<file path="src/rtl/panel_pkg.sv">
// rtl/panel_pkg.sv - shared widths, requester indices and FSM encoding for the panel frame scheduler
package panel_pkg;

    localparam int PANEL_X_W = 5;
    localparam int PANEL_Y_W = 4;
    localparam int COLOR_W   = 3;
    localparam int NUM_REQ   = 2;

    localparam logic REQ_R0 = 1'b0;
    localparam logic REQ_R1 = 1'b1;

    typedef enum logic [2:0] {
        ST_IDLE,
        ST_WRITE,
        ST_GAP,
        ST_UPD_HI,
        ST_UPD_LO,
        ST_START
    } state_t;

endpackage

</file>
<file path="src/rtl/panel_rr_arbiter.sv">
// rtl/panel_rr_arbiter.sv - 2-way round-robin arbiter over masked requests with last-grant memory
module panel_rr_arbiter
    import panel_pkg::*;
(
    input  logic               clk,
    input  logic               rst_n,
    input  logic [NUM_REQ-1:0] req,
    input  logic               enable,
    output logic               grant,
    output logic [NUM_REQ-1:0] ready
);

    logic last_grant;

    always_comb begin
        grant = REQ_R0;
        if (req[REQ_R0] && req[REQ_R1]) begin
            grant = ~last_grant;
        end else if (req[REQ_R1]) begin
            grant = REQ_R1;
        end
        ready = '0;
        if (enable) begin
            ready[grant] = req[grant];
        end
    end

    // r1 is remembered as last winner so r0 takes the first tie
    always_ff @(posedge clk or negedge rst_n) begin
        if (!rst_n) begin
            last_grant <= REQ_R1;
        end else if (|ready) begin
            last_grant <= grant;
        end
    end

endmodule

</file>
<file path="src/rtl/panel_frame_scheduler.sv">
// rtl/panel_frame_scheduler.sv - paces pixel writes and buffer swaps into ledpanel; PANEL_FRAME_TIMEOUT_EN adds forced swaps
module panel_frame_scheduler
    import panel_pkg::*;
#(
    parameter int CLK_FREQUENCY_HZ = 100000000,
    parameter int FRAME_RATE_HZ    = 60,
    parameter int CNTR_WIDTH       = 32,
    parameter int UPD_HOLD         = 2,
    parameter int TIMEOUT_CYCLES   = 3333333
) (
    input  logic                 clk,
    input  logic                 rst_n,
    input  logic [NUM_REQ-1:0]   req_enable,
    input  logic                 r0_valid,
    output logic                 r0_ready,
    input  logic [PANEL_X_W-1:0] r0_x,
    input  logic [PANEL_Y_W-1:0] r0_y,
    input  logic [COLOR_W-1:0]   r0_color,
    input  logic                 r0_frame_done,
    input  logic                 r1_valid,
    output logic                 r1_ready,
    input  logic [PANEL_X_W-1:0] r1_x,
    input  logic [PANEL_Y_W-1:0] r1_y,
    input  logic [COLOR_W-1:0]   r1_color,
    input  logic                 r1_frame_done,
    output logic [PANEL_X_W-1:0] x_address,
    output logic [PANEL_Y_W-1:0] y_address,
    output logic [COLOR_W-1:0]   color,
    output logic                 new_data,
    output logic                 update_panel,
    output logic                 frame_start,
    output logic                 busy,
`ifdef PANEL_FRAME_TIMEOUT_EN
    output logic                 timeout_flag,
`endif
    output logic [15:0]          frame_count
);

    localparam int MIN_FRAME = CLK_FREQUENCY_HZ / FRAME_RATE_HZ;
    localparam logic [CNTR_WIDTH-1:0] PERIOD_LAST = CNTR_WIDTH'(MIN_FRAME - 1);
    localparam int HOLD_W = $clog2(UPD_HOLD);
    localparam logic [HOLD_W-1:0] HOLD_LAST = HOLD_W'(UPD_HOLD - 1);

    state_t                state;
    state_t                state_next;
    logic [CNTR_WIDTH-1:0] period_cnt;
    logic [HOLD_W-1:0]     hold_cnt;
    logic [NUM_REQ-1:0]    done;
    logic [NUM_REQ-1:0]    pend;
    logic [NUM_REQ-1:0]    frame_done;
    logic [NUM_REQ-1:0]    req;
    logic [NUM_REQ-1:0]    ready;
    logic                  grant;
    logic                  accept;
    logic                  swap_due;
    logic                  force_swap;
    logic                  go_swap;
    logic                  in_swap;
    logic                  hold_end;

    assign frame_done = {r1_frame_done, r0_frame_done};
    assign swap_due   = ((done & req_enable) == req_enable)
                        && (period_cnt >= PERIOD_LAST)
                        && (req_enable != '0);
    assign go_swap    = swap_due || force_swap;
    assign req        = {r1_valid, r0_valid} & req_enable & ~done;
    assign accept     = |ready;
    assign r0_ready   = ready[REQ_R0];
    assign r1_ready   = ready[REQ_R1];
    assign in_swap    = (state == ST_UPD_HI) || (state == ST_UPD_LO) || (state == ST_START);
    assign hold_end   = (hold_cnt == HOLD_LAST);

    panel_rr_arbiter u_arbiter (
        .clk    (clk),
        .rst_n  (rst_n),
        .req    (req),
        .enable ((state == ST_IDLE) && !go_swap),
        .grant  (grant),
        .ready  (ready)
    );

    always_ff @(posedge clk or negedge rst_n) begin
        if (!rst_n) begin
            state <= ST_IDLE;
        end else begin
            state <= state_next;
        end
    end

    always_comb begin
        state_next   = state;
        new_data     = 1'b0;
        update_panel = 1'b0;
        frame_start  = 1'b0;
        busy         = (state != ST_IDLE);
        case (state)
            ST_IDLE: begin
                if (go_swap) begin
                    state_next = ST_UPD_HI;
                end else if (accept) begin
                    state_next = ST_WRITE;
                end
            end
            ST_WRITE: begin
                new_data   = 1'b1;
                state_next = ST_GAP;
            end
            ST_GAP: begin
                state_next = ST_IDLE;
            end
            ST_UPD_HI: begin
                update_panel = 1'b1;
                if (hold_end) begin
                    state_next = ST_UPD_LO;
                end
            end
            ST_UPD_LO: begin
                if (hold_end) begin
                    state_next = ST_START;
                end
            end
            ST_START: begin
                frame_start = 1'b1;
                state_next  = ST_IDLE;
            end
            default: begin
                state_next = ST_IDLE;
            end
        endcase
    end

    always_ff @(posedge clk or negedge rst_n) begin
        if (!rst_n) begin
            x_address   <= '0;
            y_address   <= '0;
            color       <= '0;
            hold_cnt    <= '0;
            period_cnt  <= '0;
            frame_count <= '0;
        end else begin
            if (accept) begin
                x_address <= grant ? r1_x : r0_x;
                y_address <= grant ? r1_y : r0_y;
                color     <= grant ? r1_color : r0_color;
            end
            if ((state == ST_UPD_HI) || (state == ST_UPD_LO)) begin
                hold_cnt <= hold_end ? '0 : hold_cnt + HOLD_W'(1);
            end else begin
                hold_cnt <= '0;
            end
            if (state == ST_START) begin
                period_cnt  <= '0;
                frame_count <= frame_count + 16'd1;
            end else if (period_cnt < PERIOD_LAST) begin
                period_cnt <= period_cnt + CNTR_WIDTH'(1);
            end
        end
    end

    // frame_done seen while a swap is in flight belongs to the next frame
    always_ff @(posedge clk or negedge rst_n) begin
        if (!rst_n) begin
            done <= '0;
            pend <= '0;
        end else if (state == ST_START) begin
            done <= pend | frame_done;
            pend <= '0;
        end else if (in_swap) begin
            pend <= pend | frame_done;
        end else begin
            done <= done | frame_done;
        end
    end

`ifdef PANEL_FRAME_TIMEOUT_EN
    localparam logic [CNTR_WIDTH-1:0] TIMEOUT_LAST = CNTR_WIDTH'(TIMEOUT_CYCLES - 1);
    logic [CNTR_WIDTH-1:0] timeout_cnt;

    assign force_swap = (timeout_cnt == TIMEOUT_LAST) && (req_enable != '0);

    always_ff @(posedge clk or negedge rst_n) begin
        if (!rst_n) begin
            timeout_cnt  <= '0;
            timeout_flag <= 1'b0;
        end else begin
            if (state == ST_START) begin
                timeout_cnt <= '0;
            end else if (timeout_cnt != TIMEOUT_LAST) begin
                timeout_cnt <= timeout_cnt + CNTR_WIDTH'(1);
            end
            if ((state == ST_IDLE) && force_swap && !swap_due) begin
                timeout_flag <= 1'b1;
            end
        end
    end
`else
    logic unused_timeout_cfg;
    assign force_swap         = 1'b0;
    assign unused_timeout_cfg = (TIMEOUT_CYCLES != 0);
`endif

endmodule

</file>
<file path="config.mk">
export PLATFORM = sky130hd
export DESIGN_NAME = panel_frame_scheduler
export DESIGN_NICKNAME = d
export VERILOG_FILES = /design/src/rtl/panel_pkg.sv /design/src/rtl/panel_rr_arbiter.sv /design/src/rtl/panel_frame_scheduler.sv
export SDC_FILE = /design/constraint.sdc
export NUM_CORES = 1
export LEC_CHECK = 0
export CAP_MARGIN = 20
export CORE_MARGIN = 2
export CORE_UTILIZATION = 26
export CTS_CLUSTER_SIZE = 8
export DETAILED_ROUTE_END_ITERATION = 7
export GPL_ROUTABILITY_DRIVEN = 1
export GPL_TIMING_DRIVEN = 0
export PLACE_DENSITY = 0.57
export SETUP_SLACK_MARGIN = 0.1
export SLEW_MARGIN = 15
export SYNTH_ARGS = -nofsm -noshare
export SYNTH_HDL_FRONTEND = slang
export SYNTH_SLANG_ARGS = --single-unit
export TNS_END_PERCENT = 1
</file>
<file path="constraint.sdc">
create_clock -name clk -period 3.2 [get_ports clk]
set_clock_uncertainty 0.15 [all_clocks]
set_input_delay 0.32 -clock clk [delete_from_list [all_inputs] [get_ports clk]]
set_output_delay 0.32 -clock clk [all_outputs]
set_load 0.02 [all_outputs]
</file>
==> results of run 1 <==
[worst max-delay path by stage]
stage                     slack (ns)  cells past startpoint                       from                     endpoint
after detailed placement        0.37                      6              req_enable[1]                     r1_ready
final                           0.32                      5       state[2]$_DFFE_PN0P_                  frame_start
after global placement         -0.75                      1                      rst_n  frame_count[15]$_DFFE_PN0P_
after floorplan                 1.12                      9  period_cnt[0]$_DFFE_PN0P_    period_cnt[2]$_DFFE_PN0P_
after global routing            0.17                      5       state[2]$_DFFE_PN0P_                  frame_start
after CTS                       0.27                      5       state[2]$_DFFE_PN0P_                  frame_start
[layer usage]
metal	global-route usage (%)	vias up	routed length, microns
met2	21.7	80	4320
met5	0	-	0
li1	-	1508	-
met1	17.9	1516	4240
met3	2.90	13	423
met4	4.60	0	142
[area by class of cell]
type / count / area, sq um
clock inverters: 7 / 76.3
multi-input cells: 275 / 1750
plain buffers: 18 / 85.1
repair buffers: 67 / 686
fillers: 1373 / 8540
well taps: 176 / 220
inverters: 10 / 37.5
flip-flops and latches: 69 / 1730
clock buffers: 9 / 225
[cell families (layout without fill, tap and decap cells)]
kind of cell	count (synthesis)	after routing	share of synthesized area (%)
AND/OR/NAND/NOR	180	180	26.9
adder cells (fa/ha/maj)	4	4	1.39
AO/OA/AOI/OAI	51	51	9.61
flip-flops	69	69	48.1
multiplexers	25	25	6.96
buffers and inverters	28	111	3.38
XOR/XNOR	15	15	3.65
[layout by cell type (no fill, tap or decap), types with 16 or more instances in the layout]
cell type and count:
dfrtp_1 68, clkdlybuf4s50_1 64, nand2_1 41, nor2_1 32
mux2i_1 25, a21oi_1 20, nand4_1 19, nor2b_1 16
nand3_1 16, nor4_1 16
[state kept, by name (all words and copies together), names as in the netlist]
| signal | flops |
|---|---|
| frame_count | 16 |
| done | 2 |
| y_address | 4 |
| period_cnt | 32 |
| state | 3 |
| color | 3 |
| pend | 2 |
| hold_cnt | 1 |
| x_address | 5 |
| u_arbiter.last_grant | 1 |
[stage by stage]
step | TNS (ns) | total power, W | worst slack [ns] | hold slack, ns | cells
floorplan | 0 | 0.000949 | 1.12 | -0.126 | 372
global placement | -50.69 | 0.00104 | -0.752 | 0.313 | 613
detailed placement | 0 | 0.00105 | 0.371 | 0.0841 | 614
CTS | 0 | 0.00207 | 0.273 | 0.279 | 631
global route | 0 | 0.00211 | 0.167 | 0.303 | 631
finish | 0 | 0.00203 | 0.317 | 0.278 | 631
[repair_timing]
action | CTS | global route
resized for setup | 1 | 0
hold endpoints to repair | 19 | 0
setup endpoints to repair | 1 | 0
setup buffers | 0 | 0
hold buffers | 1 | 0
[power by group]
group          total (W)  internal [W]  switching, W
logic           0.000135     0.0000731     0.0000617
clock network    0.00100      0.000553      0.000450
registers       0.000896      0.000887    0.00000843
total            0.00203       0.00151      0.000520
[critical path, cell delays in order (launching register included)]
cell             delay (ns)
dfrtp_1                0.45
and2b_1                0.25
nand2_1                0.16
inv_1                  0.26
buf_2                  0.30
clkdlybuf4s50_1        0.65
==> impl_metrics.tcl, run 1 <==
set metrics [dict create \
    drtIter0Drc 167 \
    tightest_slew_ns 0.514 \
    cts-root-buf "clkbuf_16" \
    nets 486 \
    p_leak_nw 2.16 \
    hold_path.class "input port to asynchronous set/reset pin" \
    cts_tree "yes" \
    cts_made_buffers 9 \
    hold_violations 0 \
    die_w_microns 122 \
    synth_commonest_cells "68 x dfrtp_1, 41 x nand2_1, 32 x nor2_1" \
    synthFlopType "dfrtp_1" \
    start_util_pct 26.9 \
    critPathKind "flip-flop to output port" \
    pin_count 66 \
    syn_nets 408 \
    synth_area_sq_um 3590 \
    crit_path_end_kind "output port" \
    slew_violations 0 \
    async_flop_share_pct 100 \
    synth_edf_count 0 \
    min_period_ns 2.88 \
    ys_ff_latch 69 \
    worstReg2RegStart "period_cnt[0]$_DFFE_PN0P_" \
    ant_nets 0 \
    ys_seq_area_share_pct 48.1 \
    grt_use_total_pct 13.4 \
    arrival_ns 2.41 \
    dpl.hpwl_microns 6540 \
    grt_max_degree 51 \
    diodes 0 \
    via_per_inst 4.94 \
    grt_overflow 0 \
    r2r_cells 9 \
    cp_max_fo 10 \
    maxCapViolations 0 \
    clock_path_buffers 2 \
    synth.avg_cell_area_sq_um 9.66 \
    placedInstanceArea_sq_um 4490 \
    synth_top_cell_area_share_pct 47.3 \
    clock_sink_count 69 \
    yosysUniqueCellTypes 51 \
    yosysMostFrequentCell "dfrtp_1" \
    maxSlewHeadroom_pct 65.7 \
    grt_pass1_vias 3155 \
    timing.final.crit_share_pct 90.1 \
    row_count 42 \
    power_density_nw_per_um2 423 \
    synth_area_leaders "dfrtp_1 47%, mux2i_1 7.0%, nand2_1 4.3%" \
    drcViolationCount 0 \
    synth_cells 372 \
    die-area_sq_um 14800 \
    fmax_mhz 347 \
    cts-htree-levels 3 \
    clk_pin_slew_ns 0.06 \
    final_util_pct 36.0 \
    syn2layout_area_growth_pct 33.6 \
    clk_latency_ns 0.34 \
    wl_per_cell_microns 14.5 \
    grt_pass1_wl_microns 15900 \
    wl_microns 9130 \
    stdcell_area_sq_um 4800 \
    rsz0062_at_grt "no" \
    coreArea_sq_um 13300 \
    setup_viol 0 \
    antenna_found_initial 0 \
    synth_top_cell_by_area "dfrtp_1" \
    status "finished, final reports clean" \
    synth.yosys.warnings 0 \
    rrSetupSlack_ns 0.66 \
    routabilityCongestion 0.920 \
    rr_endpoint "period_cnt[6]$_DFFE_PN0P_" \
    port_buffers 65 \
    die_y_microns 122 \
    required_ns 2.73 \
    first_pass_iters 5 \
    via_count 3117 \
    ir_drop_uv 250 \
    start_kind "flip-flop" \
    drive_gt1_share_pct 10.1 \
]
No activity file was read; power rests on OpenSTA's default activity.
==> run 2, diff against run 1 <==
--- a/config.mk
+++ b/config.mk
@@ -8,6 +8,7 @@
 export CAP_MARGIN = 20
 export CORE_MARGIN = 2
 export CORE_UTILIZATION = 26
+export CTS_CLUSTER_DIAMETER = 50
 export CTS_CLUSTER_SIZE = 8
 export DETAILED_ROUTE_END_ITERATION = 7
 export GPL_ROUTABILITY_DRIVEN = 1
==> results of run 2 <==
Same layout as run 1: the final DEF is identical, and so are final timing and power.
==> run 3, diff against run 2 <==
--- a/config.mk
+++ b/config.mk
@@ -15,7 +15,7 @@
 export GPL_TIMING_DRIVEN = 0
 export PLACE_DENSITY = 0.57
 export SETUP_SLACK_MARGIN = 0.1
-export SLEW_MARGIN = 15
+export SLEW_MARGIN = 5
 export SYNTH_ARGS = -nofsm -noshare
 export SYNTH_HDL_FRONTEND = slang
 export SYNTH_SLANG_ARGS = --single-unit
==> run 3 against run 2 <==
Effect of this change: count of clock-buffer cells in the layout is the same; sequential cell count is the same; via count rose by 0.26%; critical path type unchanged; critical endpoint unchanged; largest cell class unchanged; highest routed layer unchanged.
==> impl_metrics.tcl, run 3 (synthesis gave the netlist of run 1 again) <==
set metrics [dict create \
    grt_pass1_wl_microns 15700 \
    swShare_pct 21.6 \
    ant_nets 0 \
    start_kind "flip-flop" \
    grt_use_total_pct 13.2 \
    hold_violations 0 \
    min_period_ns 2.88 \
    slew_violations 0 \
    required_ns 2.73 \
    tightest_slew_ns 0.534 \
    fin_tns_setup_ns 0 \
    die-area_sq_um 14800 \
    crit_path_end_kind "output port" \
    hold_path.class "input port to asynchronous set/reset pin" \
    routabilityCongestion 0.920 \
    layoutNonFillerInstCount 631 \
    maxSlewHeadroom_pct 64.4 \
    layout_commonest_cell "dfrtp_1" \
    via_count 3125 \
    dpl.hpwl_microns 6440 \
    placedCellCount 614 \
    p_clk_share_pct 53.4 \
    cts_setup_buffers 0 \
    critPathKind "flip-flop to output port" \
    fill_cells 1379 \
    first_pass_iters 5 \
    top_regs "period_cnt: 32 flops, frame_count: 16 flops, x_address: 5 flops" \
    fin_ws_ns 0.322 \
    p_leak_nw 2.18 \
    fmax_mhz 347 \
    timing.final.crit_share_pct 89.9 \
    grt_pass1_vias 3121 \
    pin_count 66 \
    layout_common_cells "68 x dfrtp_1, 64 x clkdlybuf4s50_1, 41 x nand2_1" \
    clk_pin_slew_ns 0.06 \
    crit_slowest_cell "clkdlybuf4s50_1" \
    maxCapViolations 0 \
    row_count 42 \
    cp_max_fo 10 \
    clock_path_buffers 2 \
    antenna_found_initial 0 \
    power.switching_w 0.000477 \
    drcViolationCount 0 \
    setup_viol 0 \
    power_density_nw_per_um2 456 \
    internal_power_w 0.00173 \
    seqPwrFrac_pct 40.5 \
    total_power_w 0.00221 \
    ir_drop_uv 261 \
    status "finished, final reports clean" \
    crit_family "buffers and inverters" \
    grt_max_degree 66 \
    wl_microns 9060 \
    start_util_pct 26.9 \
    hold_ws_ns 0.198 \
    drive_gt1_share_pct 10.1 \
    die_y_microns 122 \
    clk_latency_ns 0.33 \
    port_buffers 65 \
    arrival_ns 2.41 \
    diodes 0 \
    cts-root-buf "clkbuf_16" \
    coreArea_sq_um 13300 \
    cp_cell_sequence "and2b_1 > nand2_1 > inv_1 > buf_2 > clkdlybuf4s50_1" \
    rsz0062_at_grt "no" \
    path_buf_inv 3 \
    nets 486 \
    die_w_microns 122 \
    wl_per_cell_microns 14.4 \
    drtIter0Drc 192 \
    comb_power_share_pct 6.1 \
    via_per_inst 4.95 \
    cts_made_buffers 9 \
    cts-htree-levels 3 \
    slowest_delay_ns 0.65 \
    largest_reg_flops 32 \
    dp_slack_ns 0.367 \
    cts_tree "yes" \
    top_register "period_cnt" \
    clock_sink_count 69 \
    grt_overflow 0 \
    syn2layout_area_growth_pct 35.1 \
]
run 3: cell count changes in the layout (fill, tap and decap cells not counted):
cell       delta
bufinv_16     +3
clkinv_4      -1
clkinv_8      -1
inv_6         +1
inv_8         -2
run 3: what timing repair did:
action,in CTS,in global routing
hold buffers,1,0
setup endpoints to repair,1,0
hold endpoints to repair,69,0
resized for setup,1,0
run 3: path summary, 6_finish.rpt:
check / startpoint / cells after the start / endpoint / slack [ns]
max in group asynchronous: rst_n / 3 / period_cnt[0]$_DFFE_PN0P_ / 2.15
max reg2reg: period_cnt[0]$_DFFE_PN0P_ / 9 / period_cnt[6]$_DFFE_PN0P_ / 0.67
min: rst_n / 2 / done[1]$_DFFE_PN0P_ / 0.20
min in group clk: frame_count[15]$_DFFE_PN0P_ / 1 / frame_count[15]$_DFFE_PN0P_ / 0.32
min reg2reg: frame_count[15]$_DFFE_PN0P_ / 1 / frame_count[15]$_DFFE_PN0P_ / 0.32
max: state[1]$_DFFE_PN0P_ / 5 / frame_start / 0.32
run 3: area by class of cell:
cell class,instances,area [sq um],area share (%)
Tap cell,176,220,4.54
Inverter,10,37.5,0.773
Clock buffer,9,225,4.64
Timing Repair Buffer,67,686,14.1
Clock inverter,7,128,2.63
Buffer,18,85.1,1.75
Multi-Input combinational cell,275,1750,36.0
Sequential cell,69,1730,35.6
run 3: layer usage:
metal / track usage [%] / up-vias / part of all wire (%)
li1: - / 1504 / -
met1: 17.7 / 1522 / 46
met2: 21.1 / 90 / 48
met3: 3.37 / 9 / 5.1
met4: 4.17 / 0 / 1.3
met5: 0 / - / 0
run 3: through the flow:
| stage | cell area (sq um) | utilization [%] |
|---|---|---|
| 2_1_floorplan | 3590 | - |
| 3_3_place_gp | 4470 | 33.5 |
| 3_5_place_dp | 4490 | 33.6 |
| 4_1_cts | 4850 | 36.4 |
| 5_1_grt | 4850 | 36.4 |
| 6_report | 4850 | 36.4 |
run 3: power groups by stage:
stage | Clock [W] | Combinational, W | Sequential (W)
final | 0.00118 | 0.000135 | 0.000896
after global placement | 0 | 0.000132 | 0.000911
after global routing | 0.00125 | 0.000146 | 0.000897
after CTS | 0.00121 | 0.000138 | 0.000896
after detailed placement | 0 | 0.000137 | 0.000912
after floorplan | 0 | 0.0000189 | 0.000931
